### src/rtl/cla_serial_addsub_if.sv
// Operand/result bundle between a requester and the serial lookahead add/sub unit.
// Requester drives start/sub/a/b; the unit returns busy/done and the registered result.
interface cla_serial_addsub_if #(
  parameter int WIDTH = 16
);
  logic             start;
  logic             sub;
  logic [WIDTH-1:0] a;
  logic [WIDTH-1:0] b;
  logic             busy;
  logic             done;
  logic [WIDTH-1:0] result;
  logic             cout;
  logic             ovf;

  modport master (
    output start, sub, a, b,
    input  busy, done, result, cout, ovf
  );

  modport slave (
    input  start, sub, a, b,
    output busy, done, result, cout, ovf
  );
endinterface

### src/rtl/cla_serial_addsub.sv
// Add/sub reusing one 4-bit carry-lookahead slice per cycle, LSB nibble first; done pulses
// WIDTH/4 cycles after start is taken in IDLE, and start outside IDLE is dropped (no queueing).
module cla_serial_addsub #(
  parameter int WIDTH = 16
) (
  input  logic                  clk,
  input  logic                  rst_n,
  cla_serial_addsub_if.slave    bus
);

  localparam int GROUPS = WIDTH / 4;
  localparam int GW     = (GROUPS > 1) ? $clog2(GROUPS) : 1;
  localparam logic [GW-1:0] LAST_GRP = GW'(GROUPS - 1);

  typedef enum logic [1:0] {IDLE, RUN, DONE} state_t;

  state_t           state_q, state_d;
  logic [WIDTH-1:0] op_a_q, op_a_d;
  logic [WIDTH-1:0] op_b_q, op_b_d;
  logic             carry_q, carry_d;
  logic [GW-1:0]    grp_q, grp_d;
  logic [WIDTH-1:0] result_q, result_d;
  logic             cout_q, cout_d;
  logic             ovf_q, ovf_d;
  logic             busy_q, busy_d;
  logic             done_q, done_d;

  logic [3:0] ga, gb, p, g, s;
  logic [4:0] c;

  // One nibble of lookahead; every carry is a flat sum of products from carry_q.
  always_comb begin
    ga   = op_a_q[{grp_q, 2'b00} +: 4];
    gb   = op_b_q[{grp_q, 2'b00} +: 4];
    p    = ga ^ gb;
    g    = ga & gb;
    c[0] = carry_q;
    c[1] = g[0] | (p[0] & carry_q);
    c[2] = g[1] | (p[1] & g[0]) | (p[1] & p[0] & carry_q);
    c[3] = g[2] | (p[2] & g[1]) | (p[2] & p[1] & g[0]) | (p[2] & p[1] & p[0] & carry_q);
    c[4] = g[3] | (p[3] & g[2]) | (p[3] & p[2] & g[1]) | (p[3] & p[2] & p[1] & g[0])
         | (p[3] & p[2] & p[1] & p[0] & carry_q);
    s    = p ^ c[3:0];
  end

  always_comb begin
    state_d  = state_q;
    op_a_d   = op_a_q;
    op_b_d   = op_b_q;
    carry_d  = carry_q;
    grp_d    = grp_q;
    result_d = result_q;
    cout_d   = cout_q;
    ovf_d    = ovf_q;
    case (state_q)
      IDLE: begin
        if (bus.start) begin
          // Subtraction is a + ~b + 1; the +1 enters as the first carry-in.
          op_a_d   = bus.a;
          op_b_d   = bus.b ^ {WIDTH{bus.sub}};
          carry_d  = bus.sub;
          grp_d    = '0;
          result_d = '0;
          cout_d   = 1'b0;
          ovf_d    = 1'b0;
          state_d  = RUN;
        end
      end
      RUN: begin
        result_d[{grp_q, 2'b00} +: 4] = s;
        carry_d = c[4];
        if (grp_q == LAST_GRP) begin
          cout_d  = c[4];
          ovf_d   = c[3] ^ c[4];
          state_d = DONE;
        end else begin
          grp_d = grp_q + 1'b1;
        end
      end
      DONE:    state_d = IDLE;
      default: state_d = IDLE;
    endcase
    busy_d = (state_d == RUN);
    done_d = (state_d == DONE);
  end

  always_ff @(posedge clk or negedge rst_n) begin
    if (!rst_n) begin
      state_q  <= IDLE;
      op_a_q   <= '0;
      op_b_q   <= '0;
      carry_q  <= 1'b0;
      grp_q    <= '0;
      result_q <= '0;
      cout_q   <= 1'b0;
      ovf_q    <= 1'b0;
      busy_q   <= 1'b0;
      done_q   <= 1'b0;
    end else begin
      state_q  <= state_d;
      op_a_q   <= op_a_d;
      op_b_q   <= op_b_d;
      carry_q  <= carry_d;
      grp_q    <= grp_d;
      result_q <= result_d;
      cout_q   <= cout_d;
      ovf_q    <= ovf_d;
      busy_q   <= busy_d;
      done_q   <= done_d;
    end
  end

  assign bus.busy   = busy_q;
  assign bus.done   = done_q;
  assign bus.result = result_q;
  assign bus.cout   = cout_q;
  assign bus.ovf    = ovf_q;

endmodule

### src/flat_wrapper.sv
// flat-port wrapper written by rule: the top's interface ports become plain ports
module cla_serial_addsub_flat 
#(
  parameter int WIDTH = 16
)
  (clk, rst_n, bus_start, bus_sub, bus_a, bus_b, bus_busy, bus_done, bus_result, bus_cout, bus_ovf);
  cla_serial_addsub_if #(.WIDTH(WIDTH)) bus_i ();
  input  logic clk;
  input  logic rst_n;
  input wire logic [$bits(bus_i.start)-1:0] bus_start;
  input wire logic [$bits(bus_i.sub)-1:0] bus_sub;
  input wire logic [$bits(bus_i.a)-1:0] bus_a;
  input wire logic [$bits(bus_i.b)-1:0] bus_b;
  output wire logic [$bits(bus_i.busy)-1:0] bus_busy;
  output wire logic [$bits(bus_i.done)-1:0] bus_done;
  output wire logic [$bits(bus_i.result)-1:0] bus_result;
  output wire logic [$bits(bus_i.cout)-1:0] bus_cout;
  output wire logic [$bits(bus_i.ovf)-1:0] bus_ovf;
  assign bus_i.start = bus_start;
  assign bus_i.sub = bus_sub;
  assign bus_i.a = bus_a;
  assign bus_i.b = bus_b;
  assign bus_busy = bus_i.busy;
  assign bus_done = bus_i.done;
  assign bus_result = bus_i.result;
  assign bus_cout = bus_i.cout;
  assign bus_ovf = bus_i.ovf;
  cla_serial_addsub #(.WIDTH(WIDTH)) u_core (.clk(clk), .rst_n(rst_n), .bus(bus_i));
endmodule
### config.mk
export PLATFORM = sky130hd
export DESIGN_NAME = cla_serial_addsub_flat
export DESIGN_NICKNAME = d
export VERILOG_FILES = /design/src/rtl/cla_serial_addsub_if.sv /design/src/rtl/cla_serial_addsub.sv /design/src/flat_wrapper.sv
export SDC_FILE = /design/constraint.sdc
export NUM_CORES = 1
export LEC_CHECK = 0
export BUFFER_PORTS_ARGS = -buffer_cell sky130_fd_sc_hd__buf_2
export CAP_MARGIN = 5
export CORE_MARGIN = 1.5
export CORE_UTILIZATION = 55
export CTS_CLUSTER_DIAMETER = 60
export DETAILED_ROUTE_END_ITERATION = 7
export PLACE_DENSITY = 0.8
export SYNTH_ARGS = -nofsm -noshare
export SYNTH_HDL_FRONTEND = slang
export SYNTH_SLANG_ARGS = --single-unit
### constraint.sdc
create_clock -name clk -period 3 [get_ports clk]
set_input_delay 0.3 -clock clk [delete_from_list [all_inputs] [get_ports clk]]
set_output_delay 0.3 -clock clk [all_outputs]
set_load 0.01 [all_outputs]
==> results of run 1 <==
[routing by layer]
| metal | track usage, % | vias to the layer above | routed length, µm |
|---|---|---|---|
| li1 | - | 904 | - |
| met1 | 28.7 | 916 | 2440 |
| met2 | 35.7 | 51 | 2600 |
| met3 | 7.23 | 11 | 253 |
| met4 | 8.08 | 0 | 85 |
| met5 | 0 | - | 0 |
[synth_stat cells, drive strengths merged]
master and number:
xnor2 17, dfrtp 57, nand2b 3, buf 11, mux2 16, a21oi 21, a22o 18, inv 6
and3 1, xor2 2, nor2b 1, nand2 15, ha 9, nor4 1, mux4 8, nor3 3
a21o 3, o21bai 1, nor2 20, o22ai 1, fa 1, o21ai 5, mux2i 1, a211oi 1
a31oi 1
[cell type report]
class                   count  area, µm²  share of cell area (%)
clock buffers              14        183                    5.48
clock inverters             2       10.0                   0.300
inverters                   6       22.5                   0.675
multi-input cells         149       1310                    39.2
flip-flops and latches     57       1430                    42.8
well taps                  70       87.6                    2.63
repair buffers             58        298                    8.93
[cells by family after synthesis]
kind of cell | after synthesis | synth area share, %
flip-flops | 57 | 50.1
AO/OA/AOI/OAI | 51 | 12.3
AND/OR/NAND/NOR | 44 | 8.61
multiplexers | 25 | 14.2
XOR/XNOR | 19 | 6.11
buffers and inverters | 17 | 4.00
adder cells (fa/ha/maj) | 10 | 4.66
[worst min-delay path by stage]
stage	slack, ns	to
final	0.09	u_core.bus.ovf
after global routing	0.17	u_core.op_b_q[15]
after CTS	0.11	u_core.bus.result[14]
after detailed placement	0.47	u_core.bus.cout
after global placement	0.47	u_core.bus.ovf
after floorplan	0.004	u_core.bus.busy
[metrics by stage]
| step | worst slack (ns) | instances |
|---|---|---|
| after global placement | 0.484 | 340 |
| after CTS | 0.394 | 356 |
| after global routing | 0.233 | 356 |
| final | 0.395 | 356 |
| after floorplan | 0.602 | 223 |
| after detailed placement | 0.408 | 340 |
[state kept, by name, summed over array words and instances (netlist names)]
signal,cells
u_core.bus.busy,1
u_core.bus.cout,1
u_core.bus.done,1
u_core.bus.ovf,1
u_core.bus.result,16
u_core.carry_q,1
u_core.grp_q,2
u_core.op_a_q,16
u_core.op_b_q,16
u_core.state_q,2
[worst reg2reg max path, cell delays in order, from the launching register on]
cell      delay [ns]
dfrtp_1         0.67
mux4_2          0.64
ha_1            0.35
a211oi_2        0.24
o21bai_2        0.16
xor2_2          0.19
a22o_1          0.24
[where the power goes]
| part | switching, µW | total (µW) | internal [µW] |
|---|---|---|---|
| registers | 266 | 1370 | 1100 |
| clock network | 297 | 685 | 387 |
| logic | 1100 | 2070 | 972 |
| total | 1660 | 4120 | 2460 |
==> summary.md, run 1 <==
| Metric | Value |
|---|---|
| Cells resized by post-CTS repair | 0 |
| Slew Viols, Final | 0 |
| Global-route wire length before repair | around 9 mm |
| Status | finished clean |
| Post-Syn Area | 0.00285 mm² |
| Power Dens Cells | roughly 1200 mW/mm² |
| Area Overhead vs Synth | 17.1% |
| CP endpoint kind | flop |
| Antenna-violating nets left | 0 |
| Nets | about 330 |
| Final Util | about two thirds |
| HPWL after DPL | approximately 3.8 mm |
| Via/cell ratio | 5.29 |
| Reg2reg end | u_core.bus.result[7] |
| Hold slack | between 0.09 and 0.1 ns |
| Yosys warns | 0 |
| Post-route cell area | between 0.003 and 0.004 mm² |
| Final hold viol count | 0 |
| Initial Utilization | roughly 56% |
| Ports | 56 |
| CP bufs+invs | 0 |
| Diode count | 0 |
| CP Class | flop to flop |
| H-tree levels | 3 |
| Vias in the first global route | around 1900 |
| Cell chain of the critical path | mux4_2 -> ha_1 -> a211oi_2 -> o21bai_2 -> xor2_2 -> a22o_1 |
| Period utilisation layout | 86.8% |
| Family with the most delay on the worst path | flip-flops |
| Worst Path Arrival | ~2.8 ns |
| Iteration-0 DRC Markers | 134 |
| Die X | 75.0 µm |
| Layout cells sized above 1 | 39.9% |
| FF-to-FF Start | u_core.grp_q[0] |
| Startpoint Class | flop |
| Die Ht | roughly 75 µm |
| Setup crit end | u_core.bus.result[7] |
| Final setup viols | 0 |
| Critical Path RT | around 3.2 ns |
| CTS clk-pin slew, worst paths | approximately 0.060 ns |
| Rel. slew slack | between 50 and 60% |
| Largest net degree at the start of global routing | 58 |
| Core area | slightly above 0.005 mm² |
| Largest area contributor in the netlist | dfrtp_1 |
| CTS Hold Buffers Added | 0 |
| FP Rows | 26 |
| Via count | around 1900 |
| Syn Inst Count | 223 |
| Tot GR Track Use | approximately 22% |
| DRC | 0 |
| Commonest cells after routing, fill and taps aside | 57 x dfrtp_1, 55 x buf_2, 21 x a21oi_1, 19 x nor2_1, 17 x xnor2_1 |
| Aggregate global routing overflow | 0 |
| DR WL/cell | ~15 µm |
| Layout fillers | between 300 and 400 |
| Final Total Pwr | 4120 µW |
| Die ar. | between 0.005 and 0.006 mm² |
| Final setup TNS | 0 ns |
| Yosys cell types | 38 |
| CTS tree | done |
| Clock skew | about 0.0084 ns |
| Worst Hold Class | input port to asynchronous set/reset pin |
| Max Buffers Root-to-Sink | 2 |
| Critical Path Start | u_core.grp_q[0] |
| F_max | 0.384 GHz |
| Initial antenna violation count | 0 |
| Routed wire length | 5.37 mm |
| DR pass1 iterations | 6 |
| Syn nets | approximately 270 |
| Post-CTS setup buffer count | 0 |
| Sink Count | 57 |
| Flops & latches, synth | 57 |
| Clock Root Buffer | clkbuf_8 |
| WP depth | 6 |
| Least-Margin Pin Slew | around 0.70 ns |
| Dominant cells by area after synthesis | dfrtp_1 50%, mux4_2 6.3%, xnor2_1 5.2%, mux2_4 4.7%, a22o_1 4.3% |
| Leading cell type in the layout, fill and taps excluded | dfrtp_1 |
| Max IR drop VDD | 0.000698 V |
| GPL Wtd Cong | between 0.8 and 0.9 |
| Leak Pwr | 0.00160 µW |
| Fin crit period | about 2.6 ns |
| Mean Syn Cell Area | between 10 and 15 µm² |
| CP max-delay cell | dfrtp_1 |
| Worst-skew pair later-pin latency | roughly 0.34 ns |
| RSZ-0062 raised after global routing | no |
| Worst-path fanout max | 10 |
| Sequential fraction of the synthesis area | approximately 50% |
| Post-synth top area share | 50.1% |
| Num CTS Buffers | 9 |
| I/O Buffers | 55 |
| Flop-to-flop setup slack | around 0.40 ns |
| Largest stage delay, worst path | 0.67 ns |
| R2R depth | 6 |
| Placed cell area | ~0.0031 mm² |
| Maxcap violations | 0 |
Power figures use the tool's default switching activity.
==> run 2: changes to the inputs <==
ABC_AREA = 1   (was default)
BUFFER_PORTS_ARGS = default   (was -buffer_cell sky130_fd_sc_hd__buf_2)
CORE_MARGIN = 4   (was 1.5)
CORE_UTILIZATION = 57   (was 55)
DONT_BUFFER_PORTS = 1   (was default)
PLACE_DENSITY = 0.72   (was 0.8)
==> run 2 against run 1 <==
Sequential cell count unchanged. Register-to-register slack improved by 0.22 ns. Routed wire length increased by 7.3%. Critical path depth increased by 5. Non-clock buffer count decreased by 54. Largest cell class unchanged. Die area increased by 9.9%. First-iteration DRC count decreased by 42%. Cell area decreased by 6.2%. Clock skew increased by 0.0024 ns.
==> summary.md, run 2 <==
| Metric | Value |
|---|---|
| Worst-path fanout max | 11 |
| Initial Utilization | around three fifths |
| Yosys warns | 0 |
| Clock Root Buffer | clkbuf_8 |
| DR WL met3 | around 280 µm |
| CP Class | flop to flop |
| Leading cell type in the layout, fill and taps excluded | nand2_1 |
| Reg2reg end | u_core.bus.result[11] |
| I/O Buffers | 0 |
| DR pass1 iterations | 4 |
| Status | finished clean |
| Sequential fraction of the synthesis area | 50.2% |
| Diode count | 0 |
| Commonest cells after routing, fill and taps aside | 103 x nand2_1, 57 x dfrtp_1, 45 x o21ai_0, 24 x inv_1, 23 x nor2_1 |
| Period utilisation layout | 79.5% |
| Die ar. | between 0.006 and 0.007 mm² |
| Die X | roughly 79 µm |
| Final setup viols | 0 |
| Largest area contributor in the netlist | dfrtp_1 |
| Flop-to-flop setup slack | 0.61 ns |
| Iteration-0 DRC Markers | between 70 and 80 |
| HPWL after DPL | between 4 and 5 mm |
| DR WL met2 | 2.82 mm |
| Mean Syn Cell Area | 8.40 µm² |
| Leak Pwr | 0.00153 µW |
| Worst Hold Class | input port to flop |
| Max IR drop VDD | 0.000658 V |
| CP endpoint kind | flop |
| Dominant cells by area after synthesis | dfrtp_1 50%, nand2_1 14%, o21ai_0 7.9%, xnor2_1 5.2%, ha_1 4.0% |
| Cell repeated most along the worst path | nand2_1 |
| Worst-skew pair later-pin latency | roughly 0.33 ns |
| Global-route wire length before repair | between 9 and 10 mm |
| Most used DFF post-synth | dfrtp_1 |
| Ports | 56 |
| Rel. slew slack | around half |
| Post-synth top area share | roughly 50% |
| Critical Path RT | roughly 3.2 ns |
| Final hold viol count | 0 |
| Num CTS Buffers | 9 |
| Post-synth EDFFs | 0 |
| Flops & latches, synth | 57 |
| Via count | between 2000 and 2500 |
| Top Metal Used | met4 |
| Layout cells sized above 1 | under 10% |
| Placed cell area | approximately 0.0029 mm² |
| H-tree levels | 3 |
| CTS clk-pin slew, worst paths | ~0.07 ns |
| WL met1 | about 2.5 mm |
| Vias in the first global route | around 2200 |
| Least-Margin Pin Slew | 0.737 ns |
| CTS tree | done |
| Power Dens Cells | 1230 mW/mm² |
| Largest stage delay, worst path | ~0.52 ns |
| Aggregate global routing overflow | 0 |
| Top cells by count, synth | 103 x nand2_1, 57 x dfrtp_1, 45 x o21ai_0 |
| Async SR Flop Fraction | 100% |
| Worst Path Arrival | roughly 2.6 ns |
| Core area | about 0.0048 mm² |
| Fin crit period | 2.39 ns |
| Max Buffers Root-to-Sink | 2 |
| Tot GR Track Use | 20.8% |
| Routed wire length | about 5.8 mm |
| Hold endpoint | u_core.op_a_q[7] |
| Via/cell ratio | 5.29 |
| F_max | about 0.42 GHz |
| Post-route cell area | 0.00313 mm² |
| Area Overhead vs Synth | 10.1% |
| Clock skew | roughly 0.011 ns |
| GPL Wtd Cong | about 0.93 |
| R2R depth | 11 |
| Final setup TNS | 0 ns |
| Startpoint Class | flop |
| FP Rows | 25 |
| Setup ws final | about 0.61 ns |
| Yosys cell types | 28 |
| Sink Count | 57 |
| Hold path cells | 2 |
| Final Util | 65.3% |
| DRC | 0 |
| Syn Inst Count | about 340 |
| Maxcap violations | 0 |
| Cell chain of the critical path | clkinv_1 -> o21ai_0 -> o22ai_1 -> ha_1 -> or2_2 -> nand2_1 -> nand2_1 -> nand2_1 -> nand2_1 -> nand3_1 -> o21ai_0 |
| Die Ht | slightly below 80 µm |
| Nets | approximately 390 |
| Initial antenna violation count | 0 |
| FF-to-FF Start | u_core.grp_q[1] |
| RSZ-0062 raised after global routing | no |
| Most common cell in the netlist | nand2_1 |
| CP max-delay cell | dfrtp_1 |
| Hold Startpoint | bus_a[7] |
| Slew Viols, Final | 0 |
| Post-CTS setup buffer count | 0 |
| Antenna-violating nets left | 0 |
| Final Total Pwr | a little under 4000 µW |
| Post-Syn Area | between 0.002 and 0.003 mm² |
| Syn nets | ~380 |
| DR WL/cell | ~14 µm |
| Post-place setup slack | a little under 0.7 ns |
| Largest net degree at the start of global routing | between 50 and 60 |
## run 2: final cells by class
type	instances	area (µm²)
Multi-Input combinational cell	242	1240
Clock buffer	11	141
Timing Repair Buffer	4	52.6
Sequential cell	57	1430
Inverter	28	105
Fill cell	404	1660
Clock inverter	5	78.8
Tap cell	67	83.8
## run 2: worst max path at each step
stage,start,end,slack [ns],cells after the start
detailed placement,u_core.grp_q[1],u_core.bus.result[3],0.69,11
CTS,u_core.grp_q[1],u_core.bus.result[3],0.61,11
global route,u_core.grp_q[1],u_core.bus.result[11],0.28,11
global placement,u_core.grp_q[1],u_core.bus.result[11],0.78,11
finish,u_core.grp_q[1],u_core.bus.result[11],0.61,11
floorplan,u_core.grp_q[0],u_core.bus.result[11],0.91,12
## run 2: layer usage
layer	track usage, %	vias up
li1	-	1104
met1	25.7	1011
met2	34.4	61
met3	4.59	12
met4	9.97	0
met5	0	-
## run 2: through the flow
step / hold WS, ns / std cells
3_3_place_gp: 0.00585 / 396
4_1_cts: 0.0707 / 414
2_1_floorplan: 0.00441 / 338
5_1_grt: 0.0730 / 414
6_report: 0.0834 / 414
3_5_place_dp: 0.00628 / 396
## run 2: repair_timing
item                      CTS  global route
hold buffers                2             0
hold endpoints to repair   57             0
resized for setup           0             0
## run 2: logic make-up (layout without fill, tap and decap cells)
| family | Yosys count | after routing | synth area share [%] |
|---|---|---|---|
| simple gates | 152 | 152 | 22.0 |
| compound gates | 63 | 63 | 11.7 |
| flops | 57 | 57 | 50.2 |
| buf+inv | 39 | 48 | 6.13 |
| xor+xnor | 17 | 17 | 5.24 |
| fa+ha+maj | 10 | 10 | 4.67 |
## run 2: where the power goes
part	total (µW)	switching (µW)	internal (µW)	leakage [µW]
Combinational	1780	1150	628	0.000679
Clock	785	297	489	0.000113
Sequential	1290	226	1070	0.000733
## run 2: critical path, delay by kind of cell, from the launching register on
kind	cells	cell delay, ns
adders and majority gates	1	0.36
and+or+nand+nor	6	0.71
buffers and inverters	1	0.33
AOI/OAI and AO/OA	3	0.33
DFF	1	0.52
